### src/rtl/subleq_pkg.sv
// Shared types and constants for the SUBLEQ memory master.
// State encoding, default widths and the halt address.
package subleq_pkg;

    localparam int WIDTH_DEF  = 8;
    localparam int ADDR_W_DEF = 8;

    // Branch target that also signals halt (sliced to ADDR_W at use)
    localparam logic [31:0] HALT_ADDR = '1;

    typedef enum logic [3:0] {
        IDLE,
        F_A,
        F_B,
        F_C,
        R_MA,
        R_MB,
        CALC,
        WR,
        DONE
    } state_e;

endpackage

### src/rtl/subleq_mem_master_if.sv
// Core request/response handshake plus single-port BRAM bus.
// master = subleq_mem_master side, slave = core/BRAM side.
interface subleq_mem_master_if
    import subleq_pkg::*;
#(
    parameter int WIDTH  = WIDTH_DEF,
    parameter int ADDR_W = ADDR_W_DEF
);

    logic              start_valid;
    logic              start_ready;
    logic [ADDR_W-1:0] start_pc;

    logic              done_valid;
    logic              done_ready;
    logic [ADDR_W-1:0] next_pc;
    logic              halt;

    logic              mem_en;
    logic              mem_we;
    logic [ADDR_W-1:0] mem_addr;
    logic [WIDTH-1:0]  mem_wdata;
    logic [WIDTH-1:0]  mem_rdata;

    modport master (
        input  start_valid,
        input  start_pc,
        input  done_ready,
        input  mem_rdata,
        output start_ready,
        output done_valid,
        output next_pc,
        output halt,
        output mem_en,
        output mem_we,
        output mem_addr,
        output mem_wdata
    );

    modport slave (
        output start_valid,
        output start_pc,
        output done_ready,
        output mem_rdata,
        input  start_ready,
        input  done_valid,
        input  next_pc,
        input  halt,
        input  mem_en,
        input  mem_we,
        input  mem_addr,
        input  mem_wdata
    );

endinterface

### src/rtl/subleq_mem_master.sv
// Executes one SUBLEQ instruction per request over a 1-cycle-latency BRAM port.
// All outputs are registered; bus controls are computed from the next state.
module subleq_mem_master
    import subleq_pkg::*;
#(
    parameter int WIDTH  = WIDTH_DEF,
    parameter int ADDR_W = ADDR_W_DEF
) (
    input  logic                clk,
    input  logic                rst_n,
    subleq_mem_master_if.master bus
);

    state_e state_q, state_d;

    logic [ADDR_W-1:0] pc_q, pc_d;
    logic [ADDR_W-1:0] opa_q, opa_d;
    logic [ADDR_W-1:0] opb_q, opb_d;
    logic [ADDR_W-1:0] opc_q, opc_d;
    logic [WIDTH-1:0]  ma_q, ma_d;
    logic [WIDTH-1:0]  diff_q, diff_d;

    logic              start_ready_q, start_ready_d;
    logic              done_valid_q, done_valid_d;
    logic [ADDR_W-1:0] next_pc_q, next_pc_d;
    logic              halt_q, halt_d;
    logic              mem_en_q, mem_en_d;
    logic              mem_we_q, mem_we_d;
    logic [ADDR_W-1:0] mem_addr_q, mem_addr_d;

    logic leq;

    // Operand words become addresses: zero-extend or truncate
    function automatic logic [ADDR_W-1:0] to_addr(input logic [WIDTH-1:0] v);
        return ADDR_W'(v);
    endfunction

    assign leq = diff_q[WIDTH-1] | (diff_q == '0);

    always_ff @(posedge clk) begin
        if (!rst_n) begin
            state_q <= IDLE;
        end else begin
            state_q <= state_d;
        end
    end

    always_comb begin
        state_d = state_q;
        unique case (state_q)
            IDLE:    if (bus.start_valid) state_d = F_A;
            F_A:     state_d = F_B;
            F_B:     state_d = F_C;
            F_C:     state_d = R_MA;
            R_MA:    state_d = R_MB;
            R_MB:    state_d = CALC;
            CALC:    state_d = WR;
            WR:      state_d = DONE;
            DONE:    if (bus.done_ready) state_d = IDLE;
            default: state_d = IDLE;
        endcase
    end

    always_comb begin
        pc_d      = pc_q;
        opa_d     = opa_q;
        opb_d     = opb_q;
        opc_d     = opc_q;
        ma_d      = ma_q;
        diff_d    = diff_q;
        next_pc_d = next_pc_q;
        halt_d    = halt_q;

        if (state_q == IDLE && bus.start_valid) begin
            pc_d = bus.start_pc;
        end

        // Read data lands one cycle after its address was presented
        unique case (state_q)
            F_B:  opa_d = to_addr(bus.mem_rdata);
            F_C:  opb_d = to_addr(bus.mem_rdata);
            R_MA: opc_d = to_addr(bus.mem_rdata);
            R_MB: ma_d  = bus.mem_rdata;
            CALC: diff_d = bus.mem_rdata - ma_q;
            WR: begin
                next_pc_d = leq ? opc_q : pc_q + ADDR_W'(3);
                halt_d    = leq && (opc_q == HALT_ADDR[ADDR_W-1:0]);
            end
            default: ;
        endcase
    end

    always_comb begin
        mem_addr_d    = mem_addr_q;
        mem_en_d      = state_d inside {F_A, F_B, F_C, R_MA, R_MB, WR};
        mem_we_d      = (state_d == WR);
        start_ready_d = (state_d == IDLE);
        done_valid_d  = (state_d == DONE);

        case (state_d)
            F_A:     mem_addr_d = pc_d;
            F_B:     mem_addr_d = pc_q + ADDR_W'(1);
            F_C:     mem_addr_d = pc_q + ADDR_W'(2);
            R_MA:    mem_addr_d = opa_q;
            R_MB:    mem_addr_d = opb_q;
            WR:      mem_addr_d = opb_q;
            default: mem_addr_d = mem_addr_q;
        endcase
    end

    always_ff @(posedge clk) begin
        if (!rst_n) begin
            pc_q          <= '0;
            opa_q         <= '0;
            opb_q         <= '0;
            opc_q         <= '0;
            ma_q          <= '0;
            diff_q        <= '0;
            start_ready_q <= 1'b1;
            done_valid_q  <= 1'b0;
            next_pc_q     <= '0;
            halt_q        <= 1'b0;
            mem_en_q      <= 1'b0;
            mem_we_q      <= 1'b0;
            mem_addr_q    <= '0;
        end else begin
            pc_q          <= pc_d;
            opa_q         <= opa_d;
            opb_q         <= opb_d;
            opc_q         <= opc_d;
            ma_q          <= ma_d;
            diff_q        <= diff_d;
            start_ready_q <= start_ready_d;
            done_valid_q  <= done_valid_d;
            next_pc_q     <= next_pc_d;
            halt_q        <= halt_d;
            mem_en_q      <= mem_en_d;
            mem_we_q      <= mem_we_d;
            mem_addr_q    <= mem_addr_d;
        end
    end

    assign bus.start_ready = start_ready_q;
    assign bus.done_valid  = done_valid_q;
    assign bus.next_pc     = next_pc_q;
    assign bus.halt        = halt_q;
    assign bus.mem_en      = mem_en_q;
    assign bus.mem_we      = mem_we_q;
    assign bus.mem_addr    = mem_addr_q;
    assign bus.mem_wdata   = diff_q;

endmodule

### src/flat_wrapper.sv
// flat-port wrapper written by rule: the top's interface ports become plain ports
module subleq_mem_master_flat import subleq_pkg::*;
#(
    parameter int WIDTH  = WIDTH_DEF,
    parameter int ADDR_W = ADDR_W_DEF
)
  (clk, rst_n, bus_start_valid, bus_start_pc, bus_done_ready, bus_mem_rdata, bus_start_ready, bus_done_valid, bus_next_pc, bus_halt, bus_mem_en, bus_mem_we, bus_mem_addr, bus_mem_wdata);
  subleq_mem_master_if #(.WIDTH(WIDTH), .ADDR_W(ADDR_W)) bus_i ();
  input  logic clk;
  input  logic rst_n;
  input wire logic [$bits(bus_i.start_valid)-1:0] bus_start_valid;
  input wire logic [$bits(bus_i.start_pc)-1:0] bus_start_pc;
  input wire logic [$bits(bus_i.done_ready)-1:0] bus_done_ready;
  input wire logic [$bits(bus_i.mem_rdata)-1:0] bus_mem_rdata;
  output wire logic [$bits(bus_i.start_ready)-1:0] bus_start_ready;
  output wire logic [$bits(bus_i.done_valid)-1:0] bus_done_valid;
  output wire logic [$bits(bus_i.next_pc)-1:0] bus_next_pc;
  output wire logic [$bits(bus_i.halt)-1:0] bus_halt;
  output wire logic [$bits(bus_i.mem_en)-1:0] bus_mem_en;
  output wire logic [$bits(bus_i.mem_we)-1:0] bus_mem_we;
  output wire logic [$bits(bus_i.mem_addr)-1:0] bus_mem_addr;
  output wire logic [$bits(bus_i.mem_wdata)-1:0] bus_mem_wdata;
  assign bus_i.start_valid = bus_start_valid;
  assign bus_i.start_pc = bus_start_pc;
  assign bus_i.done_ready = bus_done_ready;
  assign bus_i.mem_rdata = bus_mem_rdata;
  assign bus_start_ready = bus_i.start_ready;
  assign bus_done_valid = bus_i.done_valid;
  assign bus_next_pc = bus_i.next_pc;
  assign bus_halt = bus_i.halt;
  assign bus_mem_en = bus_i.mem_en;
  assign bus_mem_we = bus_i.mem_we;
  assign bus_mem_addr = bus_i.mem_addr;
  assign bus_mem_wdata = bus_i.mem_wdata;
  subleq_mem_master #(.WIDTH(WIDTH), .ADDR_W(ADDR_W)) u_core (.clk(clk), .rst_n(rst_n), .bus(bus_i));
endmodule
### config.mk
export PLATFORM = sky130hd
export DESIGN_NAME = subleq_mem_master_flat
export DESIGN_NICKNAME = d
export VERILOG_FILES = /design/src/rtl/subleq_pkg.sv /design/src/rtl/subleq_mem_master_if.sv /design/src/rtl/subleq_mem_master.sv /design/src/flat_wrapper.sv
export SDC_FILE = /design/constraint.sdc
export NUM_CORES = 1
export LEC_CHECK = 0
export CORE_MARGIN = 10
export CORE_UTILIZATION = 30
export DETAILED_ROUTE_END_ITERATION = 6
export GPL_TIMING_DRIVEN = 1
export HOLD_SLACK_MARGIN = 0.15
export PLACE_DENSITY = 0.59
export SLEW_MARGIN = 20
export SYNTH_ARGS = -nofsm -noshare
export SYNTH_HDL_FRONTEND = slang
export SYNTH_SLANG_ARGS = --single-unit
### constraint.sdc
create_clock -name clk -period 2.9 [get_ports clk]
set_input_delay 0.87 -clock clk [delete_from_list [all_inputs] [get_ports clk]]
set_output_delay 0.87 -clock clk [all_outputs]
set_load 0.01 [all_outputs]
==> flow_summary.toml <==
[clock_network]
post_cts_hold_buffer_count = 0
postCtsSetupBuffers = 0
max-clock-path-buffers = 2
cts_tree = "done"
cts_root_buf = "clkbuf_16"
numCtsBuffers = 9
clock_insertion_delay_worst_skew_ns = 0.33
cts.reportedPaths.clkPinSlew_ns = 0.06
post_cts_resized = 0
cts_max_level = 3
clock_sinks = 73

[grt]
met3_usage_pct = 2.55
global_route.overflow_total = 0
grt_most_used_layer = "met2"
overall_routing_resource_usage_pct = 11.9
grt_antenna_before_repair = 0
grt_max_degree = 72
groute.layer.met2.usage_pct = 18.8
grt_pass1_wl_mm = 16.9
grt_pass1_vias = 3202
global_route.usage.met1_pct = 15.5

[logic_synthesis]
synthesis.yosys.warnings = 0
post_synth_num_cell_types = 58
synth_top_area_share_pct = 38.9
mean_instance_size_in_the_synthesized_netlist_um2 = 8.33
ffs_latches_synth = 73
synthesis.nets = 483
synth.area.top_cells = "dfxtp_1 39%, nand2_1 9.7%, a21boi_0 6.6%"
yosysSeqAreaShare_pct = 38.9
postSynthCellCount = 451
synth-edff-count = 0
yosys.area.top_type = "dfxtp_1"
asyncSetResetFlopFracSynth_pct = 0
ys.flop_type = "dfxtp_1"
synth_area_um2 = 3760

[sta]
unrepaired_setup_endpoints_after_global_routing = "no"
fin_crit_ns = 2.63
final_hold_viol_count = 0
tightest_slew_ns = 0.921
setup_ws_ns = 0.274
timing.clock.skew_ns = 0.00886
maxClockFrequency_mhz = 381
finalSetupViolCount = 0
finalCritPeriodShare_pct = 90.5
timing.slew.headroom_pct = 38.5
timing_max_transition_violations_final = 0

[placed_design]
dp_hpwl_mm = 7.75
post-place-ws_ns = -0.0764
placedInstanceArea_um2 = 4410
portBuffers = 48
place.gp.congestion = 0.839

[routing]
drtIter0Drc = 151
ant_nets = 0
vias = 3296
route.detailed.drc = 0
drt-pass1-iter-count = 5
totalWireLength_mm = 10.4
avgRoutedWirePerCell_um = 15.6
drt-vias-per-instance = 4.93

[worst_hold_path]
worst_min_delay_path_class = "flip-flop to flip-flop"

[die]
die_h_um = 132
initial_core_util_pct = 30.9
floorplan.rows = 40
dieArea_um2 = 17400
core_um2 = 12200
die-width_um = 132
boundaryPins = 49

[critical_path]
cp.arrival_ns = 2.85
worst_path_max_delay_cell = "clkdlybuf4s50_1"
critPathMaxStageDelay_ns = 0.47
cp-start-kind = "input pin"
cp_num_buf_inv = 2
critical-path-top-delay-family = "adder cells"
worst-setup-path-type = "input pin to flip-flop"
worst-path-max-fanout = 2
required_ns = 3.12
critical_path.cell_chain = "clkdlybuf4s50_1 -> inv_1 -> ha_1 -> fa_1 -> nand2b_1 -> a21oi_1 -> o21ai_0 -> mux2i_1 -> a31o_2"
cp-end-kind = "flip-flop"

[final_layout]
antenna_cells = 0
most_frequent_cells_in_the_layout = "97 x nand2_1, 73 x dfxtp_1, 47 x clkdlybuf4s50_1"
finish.instance_area_um2 = 4760
final_core_utilization_pct = 39.1
area_growth_syn_to_layout_pct = 26.6
drive_above_1_share_pct = 9.38
final_common_cell = "nand2_1"
fin_nets = 529

[job]
drv_cap = 0

[power]
power.internal_mw = 2.07
power.switching_mw = 0.671
p_leak_nw = 1.69
switching_power_share_of_the_total_pct = 24.5
power.sequential.fraction_pct = 40.0
pwr-share-comb_pct = 13.1
power_per_cell_area_nw_per_um2 = 576
power.ir.vdd_worst_v = 0.000357
clock_share_of_power_pct = 47.0

[outcome]
outcome = "completed"
power groups by stage:
stage / Clock [mW] / Sequential, mW / Combinational (mW)
2_1_floorplan: 0 / 1.09 / 0.237
3_3_place_gp: 0 / 1.12 / 0.355
3_5_place_dp: 0 / 1.12 / 0.358
4_1_cts: 1.31 / 1.10 / 0.360
5_1_grt: 1.35 / 1.10 / 0.394
6_report: 1.29 / 1.10 / 0.359
path summary, 6_finish.rpt:
check	start	to	slack (ns)	cells after the start
setup / recovery	bus_mem_rdata[0]	u_core.bus.mem_wdata[6]	0.27	9
hold / removal	u_core.bus.mem_addr[7]	u_core.bus.mem_addr[7]	0.46	2
setup reg to reg	u_core.state_q[1]	u_core.bus.mem_addr[4]	0.61	5
hold reg to reg	u_core.bus.mem_addr[7]	u_core.bus.mem_addr[7]	0.46	2
per-layer routing:
metal	up-vias	wire length, µm
met5	-	0
met4	0	163
met3	11	441
met2	78	4770
met1	1534	5070
li1	1673	-
state kept, by name, summed over array words and instances, names as in the netlist:
register,count
u_core.bus.mem_wdata,8
u_core.opc_q,8
u_core.bus.next_pc,8
u_core.bus.halt,1
u_core.opb_q,8
u_core.state_q,4
u_core.ma_q,8
u_core.bus.mem_en,1
u_core.bus.mem_addr,8
u_core.opa_q,8
u_core.bus.start_ready,1
u_core.pc_q,8
u_core.bus.done_valid,1
u_core.bus.mem_we,1
area by class of cell:
cell class	instances	area, µm²
Clock inverter	5	104
Timing Repair Buffer	57	556
Clock buffer	10	239
Inverter	11	41.3
Tap cell	168	210
Multi-Input combinational cell	345	2150
Sequential cell	73	1460
Fill cell	1254	7400
synthesized netlist by cell type (2+ instances only):
| cell type | instances |
|---|---|
| a211o_1 | 3 |
| nand4_1 | 4 |
| a32oi_1 | 2 |
| or2_2 | 3 |
| a211oi_1 | 3 |
| o211ai_1 | 3 |
| nand3_4 | 2 |
| nor3_1 | 6 |
| a22oi_1 | 2 |
| nand3_1 | 21 |
| a32o_1 | 3 |
| clkbuf_1 | 10 |
| o21ai_0 | 20 |
| ha_1 | 11 |
| mux2i_1 | 12 |
| xnor2_1 | 6 |
| nor4_1 | 6 |
| o21a_1 | 2 |
| o221ai_1 | 3 |
| nand2_1 | 97 |
| buf_4 | 3 |
| nor2b_1 | 16 |
| a21boi_0 | 33 |
| and2b_1 | 2 |
| nor2_1 | 17 |
| dfxtp_1 | 73 |
| buf_2 | 8 |
| nand2b_1 | 4 |
| a21oi_1 | 17 |
| mux2_2 | 2 |
| a22o_1 | 5 |
| xor2_1 | 4 |
| a21boi_1 | 2 |
| and2_1 | 2 |
| a31o_2 | 4 |
| inv_1 | 11 |
| nor2_2 | 4 |
| a31oi_1 | 4 |
| o211a_1 | 2 |
cell families after synthesis:
kind of cell | after synthesis | synth area share (%)
compound gates | 114 | 21.4
buf+inv | 33 | 4.06
fa+ha+maj | 12 | 4.19
xor+xnor | 10 | 2.33
mux | 14 | 3.80
flops | 73 | 38.9
simple gates | 195 | 25.3
stage by stage:
step	hold WS, ns	setup TNS, ns	cells	power (mW)
final	0.457	0	669	2.74
after global routing	0.475	0	669	2.85
after CTS	0.461	0	669	2.77
after detailed placement	0.452	-0.0764	654	1.48
after global placement	0.447	0	654	1.47
after floorplan	0.440	0	451	1.33
worst register-to-register path: stages (launching register included):
cell and delay (ns):
dfxtp_1 0.92, and2b_1 0.35, a22oi_1 0.28, nor4_1 0.09, a211o_1 0.30, a32o_1 0.25
Power figures use the tool's default switching activity.
